$ cat src/rtl/scheduler_pkg.sv
// Shared types and widths for the attack scheduler and its helpers.
package scheduler_pkg;

    localparam int HP_W  = 8;
    localparam int IDX_W = 3;

    typedef enum logic [2:0] {
        S_IDLE = 3'd0,
        S_ARM  = 3'd1,
        S_RUN  = 3'd2,
        S_GAP  = 3'd3,
        S_DONE = 3'd4,
        S_DEAD = 3'd5
    } state_t;

    // Successor of pattern p, wrapping at np.
    function automatic logic [IDX_W-1:0] wrap_next(input logic [IDX_W-1:0] p, input int np);
        return (int'(p) == np - 1) ? '0 : p + IDX_W'(1);
    endfunction

endpackage

$ cat src/rtl/tick_divider.sv
// Free-running game-tick prescaler; clear restarts the phase so the
// first tick lands TICK_DIV cycles after the clear cycle.
module tick_divider #(
    parameter int TICK_DIV = 1_000_000
) (
    input  logic clk,
    input  logic reset,
    input  logic clear,
    output logic tick
);
    localparam int CNT_W = (TICK_DIV > 1) ? $clog2(TICK_DIV) : 1;
    localparam logic [CNT_W-1:0] RELOAD = CNT_W'(TICK_DIV - 1);

    logic [CNT_W-1:0] cnt;

    always_ff @(posedge clk or posedge reset) begin
        if (reset)
            cnt <= RELOAD;
        else if (clear || cnt == '0)
            cnt <= RELOAD;
        else
            cnt <= cnt - CNT_W'(1);
    end

    assign tick = (cnt == '0);

endmodule

$ cat src/rtl/attack_scheduler.sv
// Enemy attack-phase sequencer: pattern pair selection, bullet run gating
// and rate-limited player damage.
module attack_scheduler
    import scheduler_pkg::*;
#(
    parameter int TICK_DIV      = 1_000_000,
    parameter int PATTERN_TICKS = 300,
    parameter int GAP_TICKS     = 30,
    parameter int NUM_PATTERNS  = 8,
    parameter int MAX_HP        = 20,
    parameter int DAMAGE        = 4,
    parameter int INVULN_TICKS  = 60
) (
    input  logic             clk,
    input  logic             reset,
    input  logic             start,
    input  logic             isCollide,
    output logic [IDX_W-1:0] index1,
    output logic [IDX_W-1:0] index2,
    output logic             isRun,
    output logic             bulletCollide,
    output logic [HP_W-1:0]  hp,
    output logic             hitPulse,
    output logic             done,
    output logic             dead
);
    // state | meaning
    // IDLE  | waiting for the first start after reset
    // ARM   | pattern pair loaded, bullets frozen for one cycle
    // RUN   | bullets moving, hits accepted
    // GAP   | bullets frozen between patterns
    // DONE  | every pattern survived
    // DEAD  | an accepted hit emptied hp

    localparam int CNT_W = 16;
    localparam logic [CNT_W-1:0] PAT_LAST = CNT_W'(PATTERN_TICKS - 1);
    localparam logic [CNT_W-1:0] GAP_LAST = CNT_W'(GAP_TICKS - 1);
    localparam logic [CNT_W-1:0] INV_LOAD = CNT_W'(INVULN_TICKS);
    localparam logic [HP_W-1:0]  HP_MAX   = HP_W'(MAX_HP);
    localparam logic [HP_W-1:0]  HP_DMG   = HP_W'(DAMAGE);

    state_t           state, state_nx;
    logic             tick, collide_q, hit, go, pat_end, gap_end, last_pat, die;
    logic [CNT_W-1:0] tick_cnt, inv_cnt;
    logic [IDX_W-1:0] p;

    tick_divider #(.TICK_DIV(TICK_DIV)) u_tick (
        .clk   (clk),
        .reset (reset),
        .clear (go || state == S_ARM),
        .tick  (tick)
    );

    // A pending death outranks a restart in DONE.
    assign die      = hitPulse && (hp == '0);
    assign go       = start && !die && (state inside {S_IDLE, S_DONE, S_DEAD});
    assign hit      = (state == S_RUN) && isCollide && !collide_q && (inv_cnt == '0);
    assign pat_end  = (state == S_RUN) && tick && (tick_cnt == '0);
    assign gap_end  = (state == S_GAP) && tick && (tick_cnt == '0);
    assign last_pat = (int'(p) == NUM_PATTERNS - 1);
    assign bulletCollide = hitPulse;

    always_ff @(posedge clk or posedge reset) begin
        if (reset)
            state <= S_IDLE;
        else
            state <= state_nx;
    end

    always_comb begin
        state_nx = state;
        isRun    = 1'b0;
        done     = 1'b0;
        dead     = 1'b0;
        case (state)
            S_IDLE: if (go) state_nx = S_ARM;
            S_ARM:  state_nx = S_RUN;
            S_RUN: begin
                isRun = 1'b1;
                if (pat_end) state_nx = last_pat ? S_DONE : S_GAP;
            end
            S_GAP:  if (gap_end) state_nx = S_ARM;
            S_DONE: begin
                done = 1'b1;
                if (go) state_nx = S_ARM;
            end
            S_DEAD: begin
                dead = 1'b1;
                if (go) state_nx = S_ARM;
            end
            default: state_nx = S_IDLE;
        endcase
        if (die) state_nx = S_DEAD;
    end

    always_ff @(posedge clk or posedge reset) begin
        if (reset) begin
            collide_q <= 1'b0;
            hitPulse  <= 1'b0;
            hp        <= HP_MAX;
            p         <= '0;
            index1    <= '0;
            index2    <= '0;
            tick_cnt  <= '0;
            inv_cnt   <= '0;
        end else begin
            collide_q <= isCollide;
            hitPulse  <= hit;

            if (go)
                hp <= HP_MAX;
            else if (hit)
                hp <= (hp > HP_DMG) ? hp - HP_DMG : '0;

            if (go)
                inv_cnt <= '0;
            else if (hit)
                inv_cnt <= INV_LOAD;
            else if (tick && inv_cnt != '0)
                inv_cnt <= inv_cnt - CNT_W'(1);

            if (go) begin
                p      <= '0;
                index1 <= '0;
                index2 <= wrap_next('0, NUM_PATTERNS);
            end else if (gap_end) begin
                p      <= wrap_next(p, NUM_PATTERNS);
                index1 <= wrap_next(p, NUM_PATTERNS);
                index2 <= wrap_next(wrap_next(p, NUM_PATTERNS), NUM_PATTERNS);
            end

            if (go)
                tick_cnt <= '0;
            else if (state == S_ARM)
                tick_cnt <= PAT_LAST;
            else if (pat_end)
                tick_cnt <= GAP_LAST;
            else if (tick && tick_cnt != '0 && (state == S_RUN || state == S_GAP))
                tick_cnt <= tick_cnt - CNT_W'(1);
        end
    end

endmodule

$ cat config.mk
export PLATFORM = sky130hd
export DESIGN_NAME = attack_scheduler
export DESIGN_NICKNAME = d
export VERILOG_FILES = /design/src/rtl/scheduler_pkg.sv /design/src/rtl/tick_divider.sv /design/src/rtl/attack_scheduler.sv
export SDC_FILE = /design/constraint.sdc
export NUM_CORES = 1
export LEC_CHECK = 0
export BUFFER_PORTS_ARGS = -buffer_cell sky130_fd_sc_hd__buf_4
export CORE_UTILIZATION = 55
export DETAILED_ROUTE_END_ITERATION = 6
export GPL_ROUTABILITY_DRIVEN = 0
export GPL_TIMING_DRIVEN = 0
export PLACE_DENSITY = 0.75
export RECOVER_POWER = 100
export SLEW_MARGIN = 10
export SYNTH_ARGS = -nofsm -noshare
export SYNTH_HDL_FRONTEND = slang
export SYNTH_SLANG_ARGS = --single-unit
export TNS_END_PERCENT = 30
$ cat constraint.sdc
create_clock -name clk -period 2.6 [get_ports clk]
set_input_delay 0.13 -clock clk [delete_from_list [all_inputs] [get_ports clk]]
set_output_delay 0.13 -clock clk [all_outputs]
set_load 0.02 [all_outputs]
==> results.cfg <==
[finish]
nets = 455
drive_above_1_share_pct = 18.4
areaGrowthSynthToFinish_pct = 14.5
n_antenna_cell = 0
final_cell_area_um2 = 4360

[place]
port_buffers = 20
hpwlAfterDp_mm = 5.32
post_dp_cell_area_um2 = 4090
place_ws_ns = -0.166

[floorplanning]
die_w_um = 85.2
coreArea_um2 = 6530
rows = 29
dieArea_um2 = 7260
initial_core_util_pct = 58.3
ios = 23
fp.dieH_um = 85.2

[yosys]
yosys_most_used_dff = dfrtp_1
synth_area_leaders = dfrtp_1 36%, dfstp_2 9.7%, xnor2_1 6.9%, nor2_1 5.2%, ha_1 3.3%
seq_area_frac_synth_pct = 45.8
syn_area_um2 = 3810
async_flop_share_pct = 100
syn_avg_cell_area_um2 = 9.59
synthMostInstantiatedCell = dfrtp_1
yosys_warnings = 0
synth_top_cell_area_share_pct = 36.2
ys_top_cells_by_count = 55 x dfrtp_1, 53 x nor2_1, 30 x xnor2_1
synth_edf_count = 0
ys_ff_latch = 69
yosysUniqueCellTypes = 56
netlist_instances = 397
synth_top_area_cell = dfrtp_1

[hold_path]
hold_class = primary input to flop
hold_start = start

[global_route]
grtUsageTotal_pct = 23.0
antenna_found_initial = 0
grt_overflow_total = 0
grt_pass1_vias = 2815
grt_pass1_wl_mm = 13.1
grt_max_degree = 63

[routing]
ant_nets = 0
vias_per_cell = 5.90
vias = 3088
drcViolationCount = 0
routed_wl_mm = 8.15
wl_per_cell_um = 15.6
first_pass_iters = 5
drt_iter0_drc = 180

[setup_path]
cp_max_fo = 5
timing.rr.start = tick_cnt[8]
arrival_ns = 2.80
worst_setup_path_end_kind = flop
criticalPathCategory = flop to flop
cp.required_ns = 2.84
critPathLaunchType = flop
critPathLaunch = tick_cnt[8]

[power_and_ir_drop]
vdd_drop_max_mv = 0.455
finalPower_mw = 3.72
powerDensity_nw_per_um2 = 853
total_leakage_power_nw = 1.86

[clock_tree]
clock_latency_ns = 0.35
cts.htree.levels = 3
cts_sinks = 69
clk_pin_slew_ns = 0.07
cts_root_buffer = clkbuf_8
clock_path_buffers = 2
cts_tree = done
cts_buffers = 9

[sta]
final_critical_path_setup_slack_ns = 0.0382
hold_violations = 0
setup_violations = 0
fin_crit_ns = 2.56
rsz0062_at_grt = true
fin_crit_sh_pct = 98.5
fin_skew_ns = 0.00800
slew_viol_final = 63
max-slew-margin-rel_pct = -1.74
fmaxAchievable_mhz = 390
tightest_slew_ns = 1.53

[outcome]
failed_checks = max-capacitance violations, max-slew violations
status = complete, but fails checks

[flow_run]
cap_viol_max_count = 1
==> flip-flops by register name (all words and copies together), names as in the netlist <==
register	count
index1	3
hp	6
state	3
bulletCollide	1
tick_cnt	16
index2	3
u_tick.cnt	20
inv_cnt	16
collide_q	1
==> cells by family (layout without fill, tap and decap cells) <==
group	Yosys count	in the layout	synth area share, %
simple gates	196	196	28.6
flops	69	69	45.8
compound gates	48	48	9.01
xor+xnor	38	38	8.74
buf+inv	33	81	3.94
fa+ha+maj	10	10	3.29
mux	2	2	0.526
other cells	1	2	0.0985
==> layer usage <==
metal  GRT usage [%]  wire length, um
met4            8.63              111
met1            32.7             3770
met3            3.60              421
met2            35.7             3840
met5               0                0
==> where the power goes <==
group / internal, mW / switching [mW]
clock network: 0.397 / 0.398
registers: 1.38 / 0.263
logic: 0.545 / 0.732
==> layout by cell type (no fill, tap or decap), types with 13 or more instances in the layout <==
cell type  count
xnor2_1       30
buf_4         19
dfstp_2       14
nor4_1        17
nand3_1       19
nor2_1        52
o21ai_0       15
dfrtp_1       55
nor3_1        17
nand2_1       23
or3_1         14
clkbuf_1      25
inv_1         13
==> through the flow <==
stage | hold WS [ns] | util [%] | TNS (ns) | std cells
floorplan | 0.161 | - | 0 | 398
finish | 0.158 | 66.7 | 0 | 523
global placement | 0.262 | 62.1 | -5.05 | 495
global route | 0.183 | 66.7 | -0.161 | 523
CTS | 0.144 | 65.9 | -0.00211 | 515
detailed placement | 0.0357 | 62.6 | -0.976 | 496
==> worst paths after layout <==
| check | slack (ns) | end | cells past startpoint |
|---|---|---|---|
| worst max-delay path | 0.04 | tick_cnt[5] | 7 |
| worst min-delay path | 0.16 | state[2] | 3 |
| worst max register to register | 0.04 | tick_cnt[5] | 7 |
| worst min register to register | 0.45 | u_tick.cnt[0] | 1 |
| max in group asynchronous | 0.59 | inv_cnt[5] | 4 |
| min in group asynchronous | 0.27 | inv_cnt[10] | 3 |
==> area by class of cell <==
class	count	area [um2]
clock buffers	14	163
multi-input cells	296	1990
clock inverters	2	10.0
fillers	525	2170
flip-flops and latches	69	1740
plain buffers	19	110
inverters	14	53.8
well taps	77	96.3
repair buffers	32	191
==> worst max-delay path, stage by stage (launching register included) <==
cell      delay [ns]
dfrtp_1         0.39
or4_4           0.56
or4b_4          0.59
buf_4           0.17
nor2_4          0.13
and4_4          0.24
o21bai_1        0.08
a211o_1         0.29
==> what timing repair did <==
item | in CTS | in global routing
hold endpoints to repair | 56 | 0
pin swaps | 2 | 5
setup buffers | 1 | 7
hold buffers | 2 | 0
endpoints found under the setup margin | 20 | 37
gates resized for setup | 4 | 18
gates cloned | 0 | 1
Power figures use the tool's default switching activity.
